## config.mk

```make
export PLATFORM = sky130hd
export DESIGN_NAME = leader_inverse_search_flat
export DESIGN_NICKNAME = d
export VERILOG_FILES = /design/src/rtl/leader_inverse_search_if.sv /design/src/rtl/leader_inverse_search.sv /design/src/flat_wrapper.sv
export SDC_FILE = /design/constraint.sdc
export NUM_CORES = 1
export LEC_CHECK = 0
export CAP_MARGIN = 20
export CORE_AREA = 2 2 69 51
export DETAILED_ROUTE_END_ITERATION = 8
export DIE_AREA = 0 0 71 53
export MAX_ROUTING_LAYER = met4
export PLACE_DENSITY = 0.73
export SLEW_MARGIN = 20
export SYNTH_ARGS = -nofsm -noshare
export SYNTH_HDL_FRONTEND = slang
export SYNTH_SLANG_ARGS = --single-unit
```

## constraint.sdc

```tcl
create_clock -name clk -period 2.6 [get_ports clk]
set_input_delay 0.52 -clock clk [delete_from_list [all_inputs] [get_ports clk]]
set_output_delay 0.52 -clock clk [all_outputs]
set_load 0.05 [all_outputs]
```

## src/rtl/leader_inverse_search_if.sv

```systemverilog
// Request/result bundle for leader_inverse_search: start/target in,
// match stream with valid/ready out, plus done/busy/match_count status.
interface leader_inverse_search_if;
  logic       start;
  logic [1:0] target;
  logic       busy;
  logic       match_valid;
  logic       match_ready;
  logic [4:0] match_t;
  logic       done;
  logic [5:0] match_count;

  modport master (
    output start, target, match_ready,
    input  busy, match_valid, match_t, done, match_count
  );

  modport slave (
    input  start, target, match_ready,
    output busy, match_valid, match_t, done, match_count
  );
endinterface

```

## src/rtl/leader_inverse_search.sv

```systemverilog
// leader_inverse_search: scans t = 0..31 through leader_generator and emits
// every index whose leader equals the latched target on a valid/ready stream.
// leader_generator is the forward map t -> l (2-bit leader) it inverts.

module leader_generator (
  input  logic [4:0] t,
  output logic [1:0] l
);
  // Fixed leader lookup; target value 3 never occurs.
  always_comb begin
    l = '0;
    case (t)
      5'd0, 5'd4, 5'd5, 5'd10, 5'd13, 5'd19, 5'd22, 5'd25, 5'd30: l = 2'd1;
      5'd2, 5'd7, 5'd11, 5'd16, 5'd21, 5'd28, 5'd31:               l = 2'd2;
      default:                                                      l = 2'd0;
    endcase
  end
endmodule

module leader_inverse_search #(
  parameter int FIRST_ONLY = 0
) (
  input  logic                     clk,
  input  logic                     rst,
  leader_inverse_search_if.slave   bus
);
  localparam logic [1:0] IDLE = 2'd0;
  localparam logic [1:0] SCAN = 2'd1;
  localparam logic [1:0] HOLD = 2'd2;
  localparam logic [1:0] DONE = 2'd3;

  logic [1:0] state;
  logic [4:0] t_idx;
  logic [1:0] tgt;
  logic [1:0] lead;
  logic       busy_r;
  logic       match_valid_r;
  logic [4:0] match_t_r;
  logic       done_r;
  logic [5:0] match_count_r;

  leader_generator u_gen (
    .t (t_idx),
    .l (lead)
  );

  // Search sequencer; done is raised on entry to DONE so it is high for exactly that state.
  always_ff @(posedge clk) begin
    if (rst) begin
      state         <= IDLE;
      t_idx         <= '0;
      tgt           <= '0;
      busy_r        <= 1'b0;
      match_valid_r <= 1'b0;
      match_t_r     <= '0;
      done_r        <= 1'b0;
      match_count_r <= '0;
    end else begin
      done_r <= 1'b0;
      case (state)
        IDLE: begin
          if (bus.start) begin
            tgt           <= bus.target;
            t_idx         <= '0;
            match_count_r <= '0;
            busy_r        <= 1'b1;
            state         <= SCAN;
          end
        end
        SCAN: begin
          if (lead == tgt) begin
            match_t_r     <= t_idx;
            match_valid_r <= 1'b1;
            state         <= HOLD;
          end else if (t_idx == 5'd31) begin
            done_r <= 1'b1;
            state  <= DONE;
          end else begin
            t_idx <= t_idx + 5'd1;
          end
        end
        HOLD: begin
          if (bus.match_ready) begin
            match_valid_r <= 1'b0;
            match_count_r <= match_count_r + 6'd1;
            if (FIRST_ONLY != 0 || t_idx == 5'd31) begin
              done_r <= 1'b1;
              state  <= DONE;
            end else begin
              t_idx <= t_idx + 5'd1;
              state <= SCAN;
            end
          end
        end
        default: begin
          busy_r <= 1'b0;
          state  <= IDLE;
        end
      endcase
    end
  end

  assign bus.busy        = busy_r;
  assign bus.match_valid = match_valid_r;
  assign bus.match_t     = match_t_r;
  assign bus.done        = done_r;
  assign bus.match_count = match_count_r;
endmodule

```

## src/flat_wrapper.sv

```systemverilog
// flat-port wrapper written by rule: the top's interface ports become plain ports
module leader_inverse_search_flat 
#(
  parameter int FIRST_ONLY = 0
)
  (clk, rst, bus_start, bus_target, bus_match_ready, bus_busy, bus_match_valid, bus_match_t, bus_done, bus_match_count);
  leader_inverse_search_if bus_i ();
  input  logic clk;
  input  logic rst;
  input wire logic [$bits(bus_i.start)-1:0] bus_start;
  input wire logic [$bits(bus_i.target)-1:0] bus_target;
  input wire logic [$bits(bus_i.match_ready)-1:0] bus_match_ready;
  output wire logic [$bits(bus_i.busy)-1:0] bus_busy;
  output wire logic [$bits(bus_i.match_valid)-1:0] bus_match_valid;
  output wire logic [$bits(bus_i.match_t)-1:0] bus_match_t;
  output wire logic [$bits(bus_i.done)-1:0] bus_done;
  output wire logic [$bits(bus_i.match_count)-1:0] bus_match_count;
  assign bus_i.start = bus_start;
  assign bus_i.target = bus_target;
  assign bus_i.match_ready = bus_match_ready;
  assign bus_busy = bus_i.busy;
  assign bus_match_valid = bus_i.match_valid;
  assign bus_match_t = bus_i.match_t;
  assign bus_done = bus_i.done;
  assign bus_match_count = bus_i.match_count;
  leader_inverse_search #(.FIRST_ONLY(FIRST_ONLY)) u_core (.clk(clk), .rst(rst), .bus(bus_i));
endmodule
```

==> impl_metrics.json, run 1 <==
{
  "num_vias": 1388,
  "grt_max_degree": 14,
  "drc": 0,
  "cts_max_level": 1,
  "synth_edf_count": 0,
  "ir_drop_uv": 399.5,
  "clk_pin_slew_ps": 80,
  "start_util_pct": 46.69,
  "power.density_cell_area_nw_per_um2": 853.5,
  "start_kind": "primary input",
  "routedWlPerCell_um": 15.30,
  "fillers": 269,
  "core_um2": 3084,
  "fp.dieW_um": 71,
  "clock_skew_ps": 6.636,
  "hold_buffers": 0,
  "cts_tree": "done",
  "cts_buffer_depth": 2,
  "synthTopCellsByArea": "dfxtp_1 (35%), ha_1 (7.8%), nor2_1 (5.2%), a21oi_1 (4.9%), nand2_1 (3.6%)",
  "clock_sinks": 25,
  "syn-cell-area_um2": 1440,
  "cp_slowest_stage_delay_ps": 510,
  "drv_slew": 0,
  "pre_cts_ws_ps": -180.4,
  "fin_util_pct": 59.76,
  "hold_class": "flip-flop to flip-flop",
  "rsz0062_at_grt": "no",
  "ys_seq_area_share_pct": 34.75,
  "critical-path-top-delay-family": "compound AO/OA/AOI/OAI gates",
  "drv_cap": 0,
  "gr-total-overflow": 0,
  "antenna_found_initial": 0,
  "cp.arrival_ps": 2670,
  "placed_cells": 239,
  "n_antenna_cell": 0,
  "final-instance-count-excl-fill": 243,
  "post_synth.cell_area_avg_um2": 8.471,
  "synth_top_area_cell": "dfxtp_1",
  "globalplace.congestion": 0.8611,
  "synthArstFlopShare_pct": 0,
  "ant_nets": 0,
  "place_hpwl_mm": 2.872,
  "multiInputGateArea_um2": 874.6,
  "via_per_inst": 5.712,
  "fin_ws_ps": 88.04,
  "fmax_ghz": 0.3981,
  "tightest_slew_ps": 499.0,
  "status": "finished clean",
  "cts_resized": 0,
  "die_h_um": 53,
  "drtIter0Drc": 67,
  "synthDistinctLibCells": 48,
  "syn_nets": 185,
  "final_nets": 221,
  "ys_ff_latch": 25,
  "numCtsBuffers": 3,
  "crit_path_end_kind": "flip-flop",
  "yosysWarnings": 0,
  "die-area_um2": 3763,
  "required_ps": 2750,
  "clockRootBuffer": "clkbuf_8",
  "max_slew_margin_pct": 66.63,
  "ys.flop_type": "dfxtp_1",
  "slowest_stage": "clkdlybuf4s50_1",
  "clk_latency_ps": 270,
  "dr.pass1.iters": 4,
  "grt_pass1_vias": 1258,
  "critPathMaxFanout": 4,
  "period_minus_slack_ps": 2512,
  "fp-row-count": 17,
  "whs_ps": 484.8,
  "synthDominantCellAreaShare_pct": 34.75,
  "layout-drive-gt1-share_pct": 18.05,
  "hold_viol_final": 0,
  "routed_wl_mm": 3.718,
  "cts_setup_buffers": 0,
  "cp_cell_sequence": "clkdlybuf4s50_1 -> nand2b_4 -> o211a_4 -> nand3_2 -> a221oi_4 -> inv_2 -> ha_1 -> mux2_2 -> a21oi_1 -> a2bb2oi_1",
  "grt_use_total_pct": 21.55,
  "worst-setup-path-type": "primary input to flip-flop",
  "io_buffers": 19,
  "area_delta_synth_final_pct": 27.98,
  "syn_inst": 170,
  "grt_first_pass_wirelength_mm": 6.134,
  "final-setup-viol-count": 0,
  "regArea_um2": 501.7,
  "p_leak_nw": 0.7113,
  "critPathBufInv": 2,
  "pin_count": 20,
  "total_power_mw": 1.573,
  "period_share_pct": 96.61
}
[power by group]
group / switching [mW] / internal, mW
combinational: 0.506 / 0.363
sequential: 0.0407 / 0.438
clock: 0.117 / 0.110
[worst reg2reg max path: cells and delay by family, from the launching register on]
kind / cells / cell delay (ps)
muxes: 1 / 270
AOI/OAI and AO/OA: 3 / 560
and+or+nand+nor: 2 / 490
DFF: 1 / 340
buffers and inverters: 2 / 220
adders and majority gates: 2 / 450
[Yosys cell counts (3+ instances only)]
cell type	n
nor3_1	6
nand2_1	14
nor2_1	20
a21oi_1	14
nand3_1	6
xnor2_1	4
buf_2	4
a31oi_1	4
inv_1	9
nand4_1	3
xor2_1	3
dfxtp_1	25
ha_1	9
[placed cells by master, fill, tap and decap left out, drive strengths merged]
| cell | count |
|---|---|
| a211o | 2 |
| a21boi | 2 |
| a21oi | 15 |
| a221o | 1 |
| a221oi | 3 |
| a22oi | 2 |
| a2bb2oi | 1 |
| a31oi | 4 |
| a41oi | 2 |
| and3 | 2 |
| and4 | 2 |
| buf | 19 |
| clkbuf | 4 |
| clkdlybuf4s50 | 19 |
| dfxtp | 25 |
| ha | 9 |
| inv | 11 |
| mux2 | 2 |
| mux2i | 2 |
| nand2 | 14 |
| nand2b | 2 |
| nand3 | 7 |
| nand3b | 1 |
| nand4 | 3 |
| nor2 | 20 |
| nor3 | 7 |
| nor4 | 1 |
| o211a | 1 |
| o211ai | 1 |
| o21ai | 6 |
| o21bai | 2 |
| o22ai | 1 |
| o31ai | 2 |
| or3 | 2 |
| or4 | 1 |
| xnor2 | 4 |
| xor2 | 3 |
[final timing paths]
| kind | start | end | slack [ps] | depth (start not counted) |
|---|---|---|---|---|
| hold / removal | u_core.tgt[1]$_SDFFE_PP0P_ | u_core.tgt[1]$_SDFFE_PP0P_ | 480 | 2 |
| hold reg to reg | u_core.tgt[1]$_SDFFE_PP0P_ | u_core.tgt[1]$_SDFFE_PP0P_ | 480 | 2 |
| setup reg to reg | u_core.state[0]$_SDFFE_PP0P_ | u_core.u_gen.l[1]$_DFF_P_ | 140 | 10 |
| setup / recovery | bus_start | u_core.u_gen.l[1]$_DFF_P_ | 90 | 10 |
[through the flow]
| stage | TNS, ps | cell area [µm²] |
|---|---|---|
| 2_1_floorplan | 0 | 1440 |
| 5_1_grt | 0 | 1843 |
| 3_5_place_dp | -314.6 | 1782 |
| 3_3_place_gp | -114.2 | 1782 |
| 4_1_cts | 0 | 1827 |
| 6_report | 0 | 1843 |
[cell families (layout without fill, tap and decap cells)]
logic type | Yosys count | in the layout | synth area share (%)
XOR/XNOR | 7 | 7 | 4.257
AND/OR/NAND/NOR | 62 | 62 | 21.63
multiplexers | 4 | 4 | 2.954
adder cells (fa/ha/maj) | 9 | 9 | 7.819
buffers and inverters | 18 | 53 | 5.560
flip-flops | 25 | 25 | 34.75
AO/OA/AOI/OAI | 45 | 45 | 23.02
[per-layer routing]
layer,vias to the layer above,routed length (µm),GRT usage (%)
li1,681,-,-
met1,659,1821,28.51
met2,46,1707,35.36
met3,2,182,4.571
met4,0,7,2.830
met5,-,0,-
[state kept, by name, indices dropped and copies added (netlist names)]
register,flops
u_core.bus.busy,1
u_core.u_gen.l,2
u_core.tgt,2
u_core.bus.match_valid,1
u_core.state,2
u_core.t_idx,5
u_core.bus.match_t,5
u_core.bus.done,1
u_core.bus.match_count,6
[final cells by class]
cell class | instances | share of cell area, %
clock buffers | 4 | 2.444
inverters | 11 | 2.240
well taps | 38 | 2.580
multi-input cells | 127 | 47.45
repair buffers | 38 | 18.06
flip-flops and latches | 25 | 27.22
No activity file was read; power rests on OpenSTA's default activity.
==> run 2: changes to the inputs <==
ABC_CLOCK_PERIOD_IN_PS = 2600   (was default)
PLACE_DENSITY = default   (was 0.73)
PLACE_DENSITY_LB_ADDON = 0.05   (was default)
==> impl_metrics.json, run 2 (same netlist as run 1, synthesis figures left out) <==
{
  "clk_latency_ps": 270,
  "max_slew_margin_pct": 66.20,
  "critPathMaxFanout": 4,
  "p_leak_nw": 0.7159,
  "grt_max_degree": 14,
  "clockRootBuffer": "clkbuf_8",
  "status": "finished clean",
  "io_buffers": 19,
  "rsz0062_at_grt": "no",
  "fin_util_pct": 59.51,
  "pwr-share-comb_pct": 53.8,
  "dr.pass1.iters": 4,
  "via_per_inst": 5.730,
  "drv_slew": 0,
  "clock_sinks": 25,
  "final_nets": 222,
  "grt_use_total_pct": 21.99,
  "period_share_pct": 95.45,
  "antenna_found_initial": 0,
  "area_delta_synth_final_pct": 27.45,
  "pwr-share-seq_pct": 31.0,
  "drc": 0,
  "fp.dieW_um": 71,
  "ant_nets": 0,
  "tightest_slew_ps": 505.4,
  "grt_pass1_vias": 1260,
  "final_common_cell": "dfxtp_1",
  "start_util_pct": 46.69,
  "required_ps": 2770,
  "clock_skew_ps": 6.492,
  "numCtsBuffers": 3,
  "die-area_um2": 3763,
  "fmax_ghz": 0.4029,
  "total_power_mw": 1.543,
  "num_vias": 1398,
  "globalplace.congestion": 0.9203,
  "die_h_um": 53,
  "place_hpwl_mm": 2.837,
  "ir_drop_uv": 380.2,
  "start_kind": "primary input",
  "p_int_mw": 0.8873,
  "core_um2": 3084,
  "hold_viol_final": 0,
  "drv_cap": 0,
  "cts_buffer_depth": 2,
  "routed_wl_mm": 3.672,
  "clk_pin_slew_ps": 90,
  "pin_count": 20,
  "cts_setup_buffers": 0,
  "cp.arrival_ps": 2650,
  "hold_class": "flip-flop to flip-flop",
  "largest_register_ffs": 6,
  "p_sw_share_pct": 42.50,
  "crit_path_end_kind": "flip-flop",
  "gr-total-overflow": 0,
  "layout-drive-gt1-share_pct": 17.48,
  "p_sw_mw": 0.6559,
  "power_frac_clock_pct": 15.1,
  "n_antenna_cell": 0,
  "cts_max_level": 1,
  "final-setup-viol-count": 0,
  "cts_tree": "done",
  "drtIter0Drc": 84,
  "grt_first_pass_wirelength_mm": 6.189,
  "final_cell_mix": "dfxtp_1 (24), nor2_1 (20), buf_4 (20)",
  "period_minus_slack_ps": 2482,
  "fp-row-count": 17,
  "worst-setup-path-type": "primary input to flip-flop",
  "routedWlPerCell_um": 15.05,
  "power.density_cell_area_nw_per_um2": 840.8
}
run 2: stage by stage:
step | cell area (µm²) | setup slack [ps] | hold WS, ps | TNS [ps] | cells
floorplan | 1440 | 164.8 | 448.8 | 0 | 170
global placement | 1789 | -53.65 | 441.0 | -106.5 | 240
detailed placement | 1789 | -143.5 | 462.2 | -257.5 | 240
CTS | 1834 | 140.3 | 474.8 | 0 | 244
global route | 1836 | 4.855 | 494.1 | 0 | 244
finish | 1836 | 118.3 | 468.3 | 0 | 244
run 2: metal layers:
metal	part of all wire (%)	global-route usage [%]	routed length (µm)	vias up
met4	0.76	5.975	28	0
met5	0	-	0	-
li1	-	-	-	685
met1	51	31.18	1890	661
met2	41	32.09	1507	48
met3	6.7	4.190	246	4
run 2: final timing paths:
kind	startpoint	end	slack (ps)	cells past startpoint
setup reg to reg	u_core.t_idx[0]$_SDFFE_PP0N_	u_core.u_gen.l[1]$_DFF_P_	190	11
setup / recovery	bus_start	u_core.u_gen.l[1]$_DFF_P_	120	10
hold / removal	u_core.bus.match_t[2]$_SDFFE_PP0P_	u_core.bus.match_t[2]$_SDFFE_PP0P_	470	2
hold reg to reg	u_core.bus.match_t[2]$_SDFFE_PP0P_	u_core.bus.match_t[2]$_SDFFE_PP0P_	470	2
run 2: critical path, stage by stage:
cell and delay [ps]:
clkdlybuf4s50_1 480, nand2b_2 170, o211a_1 240, nand3_2 130, a221oi_4 310, inv_2 80, ha_1 230, mux2_2 270
a21oi_1 140, a2bb2oi_1 70
run 2: power groups by stage:
stage	Sequential [mW]	Combinational (mW)	Clock, mW
after floorplan	0.525	0.501	0
after global placement	0.485	0.801	0
after detailed placement	0.487	0.815	0
after CTS	0.479	0.820	0.244
after global routing	0.487	0.905	0.254
final	0.479	0.830	0.234
run 2: area by class of cell:
| class | count | area (µm²) |
|---|---|---|
| Timing Repair Buffer | 39 | 340.3 |
| Clock buffer | 4 | 45.04 |
| Multi-Input combinational cell | 127 | 859.6 |
| Tap cell | 38 | 47.55 |
| Sequential cell | 25 | 501.7 |
| Inverter | 11 | 41.29 |
| Fill cell | 280 | 1249 |
run 2: repair_timing:
action,4_1_cts,5_1_grt
setup endpoints to repair,0,2
resized for setup,0,1
hold buffers,0,0
==> run 3: changes to the inputs <==
PLACE_DENSITY = 0.73   (was default)
PLACE_DENSITY_LB_ADDON = default   (was 0.05)
==> results of run 3 <==
Final layout, timing and power as in run 1 (identical DEF).
